**config.mk**
```make
export PLATFORM = sky130hd
export DESIGN_NAME = m_dbus_ctrl
export DESIGN_NICKNAME = d
export VERILOG_FILES = /design/src/rtl/m_pkg.sv /design/src/rtl/m_dbus_ctrl.sv
export SDC_FILE = /design/constraint.sdc
export NUM_CORES = 1
export LEC_CHECK = 0
export CAP_MARGIN = 40
export CORE_UTILIZATION = 40
export CTS_CLUSTER_DIAMETER = 200
export DETAILED_ROUTE_END_ITERATION = 12
export GPL_TIMING_DRIVEN = 0
export PLACE_DENSITY = 0.79
export SETUP_SLACK_MARGIN = 0.05
export SLEW_MARGIN = 30
export SYNTH_ARGS = -nofsm -noshare
export SYNTH_HDL_FRONTEND = slang
export SYNTH_SLANG_ARGS = --single-unit
```
**constraint.sdc**
```tcl
create_clock -name clk -period 2.4 [get_ports clk]
set_clock_uncertainty 0.2 [all_clocks]
set_input_delay 0.48 -clock clk [delete_from_list [all_inputs] [get_ports clk]]
set_output_delay 0.48 -clock clk [all_outputs]
set_load 0.05 [all_outputs]
```
**src/rtl/m_pkg.sv**
```systemverilog
// Shared types for the data-bus controller: FSM states, the latched request
// record and the default bus timeout.
package m_pkg;

  typedef enum logic [2:0] {
    IDLE  = 3'd0,
    REQ   = 3'd1,
    RESP  = 3'd2,
    DONE  = 3'd3,
    FLUSH = 3'd4
  } dbus_state_e;

  typedef struct packed {
    logic [31:0] addr;
    logic [3:0]  be;
    logic [31:0] wdata;
    logic        we;
  } dbus_req_t;

  localparam int unsigned DBUS_TIMEOUT_DEFAULT = 64;

endpackage

```
**src/rtl/m_dbus_ctrl.sv**
```systemverilog
// Data-bus controller: turns level-held LSU load/store/dcache-flush requests
// into one outstanding req/gnt/rvalid transaction and a one-cycle ack.
module m_dbus_ctrl
  import m_pkg::*;
#(
  parameter int unsigned TIMEOUT_CYCLES = DBUS_TIMEOUT_DEFAULT,
  parameter int unsigned FLUSH_CYCLES   = 2
) (
  input  logic        clk,
  input  logic        rst_n,
  input  logic        lsu2dbus_ld_req,
  input  logic        lsu2dbus_st_req,
  input  logic [31:0] dbus_addr,
  input  logic [3:0]  lsu2dbus_byte_enable,
  input  logic [31:0] lsu2dbus_W_data,
  input  logic        dcache_flush,
  input  logic        lsu_flush,
  output logic [31:0] dbus_rdata,
  output logic        dbus_ack,
  output logic        dbus_err,
  output logic        mem_req,
  output logic        mem_we,
  output logic [31:0] mem_addr,
  output logic [3:0]  mem_be,
  output logic [31:0] mem_wdata,
  input  logic        mem_gnt,
  input  logic        mem_rvalid,
  input  logic [31:0] mem_rdata,
  output dbus_state_e state_dbg
);

  localparam int unsigned TW = $clog2(TIMEOUT_CYCLES + 1);
  localparam int unsigned FW = $clog2(FLUSH_CYCLES + 1);

  dbus_state_e   state_q, state_d;
  dbus_req_t     req_q, req_d;
  logic [TW-1:0] to_cnt_q, to_cnt_d;
  logic [FW-1:0] fl_cnt_q, fl_cnt_d;
  logic          squash_q, squash_d;
  logic          err_q, err_d;
  logic [31:0]   rdata_q, rdata_d;
  logic          timeout;
  logic          killed;

  always_ff @(posedge clk) begin
    if (!rst_n) begin
      state_q  <= IDLE;
      req_q    <= '0;
      to_cnt_q <= '0;
      fl_cnt_q <= '0;
      squash_q <= 1'b0;
      err_q    <= 1'b0;
      rdata_q  <= '0;
    end else begin
      state_q  <= state_d;
      req_q    <= req_d;
      to_cnt_q <= to_cnt_d;
      fl_cnt_q <= fl_cnt_d;
      squash_q <= squash_d;
      err_q    <= err_d;
      rdata_q  <= rdata_d;
    end
  end

  // The counter value is the number of REQ/RESP cycles already spent, so the
  // cycle holding TIMEOUT_CYCLES-1 is the last one before the error is taken.
  assign timeout = (to_cnt_q >= TW'(TIMEOUT_CYCLES - 1));
  assign killed  = squash_q | lsu_flush;

  always_comb begin
    state_d  = state_q;
    req_d    = req_q;
    to_cnt_d = to_cnt_q;
    fl_cnt_d = fl_cnt_q;
    squash_d = squash_q;
    err_d    = err_q;
    rdata_d  = rdata_q;
    unique case (state_q)
      IDLE: begin
        squash_d = 1'b0;
        if (lsu2dbus_st_req || lsu2dbus_ld_req) begin
          req_d.addr  = dbus_addr & 32'hFFFF_FFFC;
          req_d.be    = lsu2dbus_byte_enable;
          req_d.wdata = lsu2dbus_W_data;
          req_d.we    = lsu2dbus_st_req;
          to_cnt_d    = '0;
          err_d       = 1'b0;
          state_d     = REQ;
        end else if (dcache_flush) begin
          fl_cnt_d = FW'(FLUSH_CYCLES);
          err_d    = 1'b0;
          rdata_d  = '0;
          state_d  = FLUSH;
        end
      end
      REQ: begin
        to_cnt_d = to_cnt_q + TW'(1);
        if (mem_gnt) begin
          // Once granted the memory owes a response, so a flush only squashes.
          squash_d = lsu_flush;
          state_d  = RESP;
        end else if (lsu_flush) begin
          state_d = IDLE;
        end else if (timeout) begin
          err_d   = 1'b1;
          rdata_d = '0;
          state_d = DONE;
        end
      end
      RESP: begin
        to_cnt_d = to_cnt_q + TW'(1);
        if (lsu_flush) squash_d = 1'b1;
        if (mem_rvalid) begin
          if (killed) begin
            state_d = IDLE;
          end else begin
            rdata_d = req_q.we ? 32'h0 : mem_rdata;
            err_d   = 1'b0;
            state_d = DONE;
          end
        end else if (timeout) begin
          if (killed) begin
            state_d = IDLE;
          end else begin
            err_d   = 1'b1;
            rdata_d = '0;
            state_d = DONE;
          end
        end
      end
      DONE: begin
        state_d = IDLE;
      end
      FLUSH: begin
        if (lsu_flush) begin
          state_d = IDLE;
        end else if (fl_cnt_q <= FW'(1)) begin
          err_d   = 1'b0;
          state_d = DONE;
        end else begin
          fl_cnt_d = fl_cnt_q - FW'(1);
        end
      end
      default: state_d = IDLE;
    endcase
  end

  // Memory handshake: a request transfers in any cycle where mem_req and
  // mem_gnt are both high; mem_req and its fields stay constant until then.
  // Exactly one mem_rvalid follows each transfer, no earlier than next cycle.
  assign mem_req    = (state_q == REQ);
  assign mem_we     = req_q.we;
  assign mem_addr   = req_q.addr;
  assign mem_be     = req_q.be;
  assign mem_wdata  = req_q.wdata;

  assign dbus_ack   = (state_q == DONE) && !lsu_flush;
  assign dbus_err   = dbus_ack && err_q;
  assign dbus_rdata = rdata_q;
  assign state_dbg  = state_q;

endmodule

```
==> parameters.txt <==
Parameter                              Value

Yosys
  Post-synth EDFFs    0
  Mean cell area of the mapped netlist    around 8.0 µm²
  Count of yosys warnings during synthesis    0
  Top flip-flop cell by instance count after synthesis    sky130_fd_sc_hd__dfxtp_1
  Sequential-to-total area share from yosys stat    about half
  Area of the mapped netlist    approximately 4400 µm²
  Number of instances in the synthesized netlist    between 500 and 600
  Count of distinct cell types in the synthesized netlist    47
  Post-synth ARST share    0%
  Count of state elements after synthesis    about 110

Placement
  Half-perimeter wire length of the detailed placement result    around 10000 µm
  Port buffer count    210
  Instance area after placement    6710 µm²
  Routability congestion estimate    approximately 0.86

Routing
  Detailed-routing iteration count for the pre-antenna-repair pass    4
  Routed WL    approximately 14000 µm
  Drt drc    0
  Average wire per cell in the routed design    15.3 µm
  Count of vias placed by the detailed router    4676
  Post-route antenna net violation count    0
  Number of vias per cell after detailed routing    5.00
  Drt initial violations    around 220

Timing
  Count of pins over their slew limit    0
  Actual slew at the worst max-slew pin    between 0.6 and 0.7 ns
  Fmax achieved    between 0.4 and 0.5 GHz
  Setup TNS after final layout    0 ns
  Final-report setup violation count    0
  Final worst-path cycle share    between 90% and 100%
  Time the worst path needs with I/O delays and setup    between 2 and 2.5 ns
  Worst max-slew margin expressed relative to the limit    59.8%
  RSZ-0062 raised after global routing    true
  Number of hold violations in the final report    0

Pwr
  Relative contribution of the clock network to total power    about a third
  Cell-internal power    approximately 4.8 mW
  Leakage power figure    ~3.9 nW
  Switching Power    2.91 mW
  Total power per unit cell area    between 1000 and 1500 nW/µm²
  Combinational group share of total power    between 30% and 40%
  Share of power burned in registers    29.7%
  Total power draw    7.73 mW
  Switch share    37.6%
  Maximum vdd ir drop    0.532 mV

Die
  Height of the die    around 110 µm
  Die W    between 100 and 150 µm
  Starting utilization of the core area    approximately two fifths
  Standard cell core area    around 11000 µm²
  Overall die area    11400 µm²
  Number of placement rows    37
  Number of ports placed on the die boundary    215

Setup path
  Critical Path Start Type    flop
  Critical path buffer and inverter count    1
  Number of logic stages on the critical path including buffering    1
  Slowest Stage Delay on Critical Path    0.80 ns
  Cell family with the largest share of critical-path delay    buffers and inverters
  Critical Path End Type    output pin
  Cell with the largest stage delay on the worst path    sky130_fd_sc_hd__clkdlybuf4s50_1
  Number of cells on the worst reg-to-reg path    6
  Critical path peak fanout    2
  Critical-path cell list    clkdlybuf4s50_1
  Worst-case register-to-register setup slack    ~0.22 ns
  Data required time of the critical path    1.72 ns
  WP data arrival    between 1.5 and 2 ns
  Type of the worst setup path    reg -> out

Clock network
  CTS root buf    sky130_fd_sc_hd__clkbuf_8
  CTS tree    done
  Cts-stage hold buffer count    0
  Total CTS buffers    17
  Clock slew seen by the registers of the worst setup and hold paths    ~0.060 ns
  Latest clock arrival within the worst-skew pair    0.51 ns
  Buffer depth of the longest clock path    2
  Clock sinks    approximately 110
  Max H-tree Level    4

Layout
  Antenna diode count    0
  Fill cell count    809
  Post-route cell area    roughly 7500 µm²
  Commonest non-fill, non-tap cells in the layout    173 x sky130_fd_sc_hd__nand2_1, 110 x sky130_fd_sc_hd__dfxtp_1, 105 x sky130_fd_sc_hd__clkdlybuf4s50_1
  Nets    898
  Most common cell after layout, fill and taps aside    sky130_fd_sc_hd__nand2_1
  Growth of design area from synthesis to finish    70.5%
  Fraction of final layout cells sized beyond drive strength 1    9.38%

GRT
  Antenna violations before repair    0
  Met2 demand-to-capacity share in global routing    a little over two fifths
  Met3 global-route usage    7.84%
  Via count of the first global-routing pass    4607
  First-pass GRT wire length    about 22000 µm
  GR Util All Layers    about a quarter
  Maximum number of pins on one net before global-route repair    17
  Fraction of met1 tracks used by global routing    between 20% and 30%
  Total congestion overflow after global routing    0
  Layer with the highest usage after global routing    met2

Worst hold path
  Min-Delay Path Depth    2
  Hold Crit Class    reg -> reg

Run
  Number of violations of the max-capacitance limit    0

Run status
  Run status    complete, no violations
-- path summary, 6_finish.rpt --
check / endpoint / startpoint
setup / recovery: mem_addr[6] / mem_addr[6]
hold / removal: mem_be[3] / mem_be[3]
setup reg to reg: dbus_rdata[8] / state_dbg[1]
hold reg to reg: mem_be[3] / mem_be[3]
-- power groups by stage --
stage / clock, mW / combinational (mW) / sequential (mW)
6_report: 2.63 / 2.81 / 2.30
5_1_grt: 2.75 / 3.00 / 2.32
4_1_cts: 2.65 / 2.80 / 2.29
3_5_place_dp: 0 / 2.83 / 2.33
3_3_place_gp: 0 / 2.78 / 2.32
2_1_floorplan: 0 / 1.06 / 3.11
-- stage by stage --
step	worst slack, ns	util (%)	instances	hold slack [ns]
after global routing	0.0455	71.4	936	0.268
after floorplan	0.0606	-	554	0.244
final	0.0915	71.4	936	0.249
after global placement	-0.804	63.8	900	0.242
after CTS	0.0108	69.6	932	0.254
after detailed placement	-0.812	63.8	900	0.249
-- routing by layer --
metal | wire length, µm | share of wire (%) | vias to the layer above
li1 | - | - | 2311
met1 | 5850 | 41 | 2114
met2 | 6970 | 49 | 226
met3 | 1260 | 8.8 | 25
met4 | 242 | 1.7 | 0
met5 | 0 | 0 | -
-- sequential cells by signal (all words and copies together) (netlist names) --
signal / count
dbus_rdata: 32
err_q: 1
fl_cnt_q: 2
mem_addr: 30
mem_be: 4
mem_wdata: 32
mem_we: 1
squash_q: 1
state_dbg: 3
to_cnt_q: 7
-- cell type report --
class,count,area [µm²],share of cell area (%)
clock inverter,12,179,2.38
timing repair buffer,216,2230,29.8
sequential,113,2270,30.3
clock buffer,19,443,5.90
inverter,6,22.5,0.300
tap,136,170,2.27
buffer,41,249,3.32
multi-input combinational,393,1940,25.8
-- cells in the mapped netlist (all sizes together) (2+ instances only) --
cell type,instances,area share [%]
o211ai,2,0.65
a21oi,71,8.1
clkbuf,23,2.0
or3b,2,0.40
nor3,3,0.45
nand3,36,4.1
a21o,2,0.34
nand2,173,15
a22oi,3,0.51
dfxtp,113,51
mux2,2,0.51
a211oi,3,0.51
mux2i,2,0.45
inv,6,0.51
o21ai,37,4.2
nor2,17,1.4
xor2,4,0.80
buf,19,2.9
nand4,3,0.43
and2,4,0.57
o21a,2,0.34
o22ai,2,0.28
nand2b,2,0.28
nor2b,6,0.85
ha,2,0.57
-- kinds of logic (layout without fill, tap and decap cells) --
family	Yosys count	in the layout	synth area share, %
other	1	2	0.0851
and+or+nand+nor	251	251	24.1
muxes	4	4	0.966
xor gates and xnor gates	4	4	0.795
adders and majority gates	2	2	0.568
DFF	113	113	51.4
AOI/OAI and AO/OA	130	130	16.7
buffers and inverters	48	294	5.43
-- what timing repair did --
action                                  in CTS  in global routing
buffers inserted                             1                  5
endpoints found under the setup margin      46                 94
pin swaps                                    2                  2
gates cloned                                 0                  0
gates resized for setup                     73                 64
(Power assumes the default switching activity.)
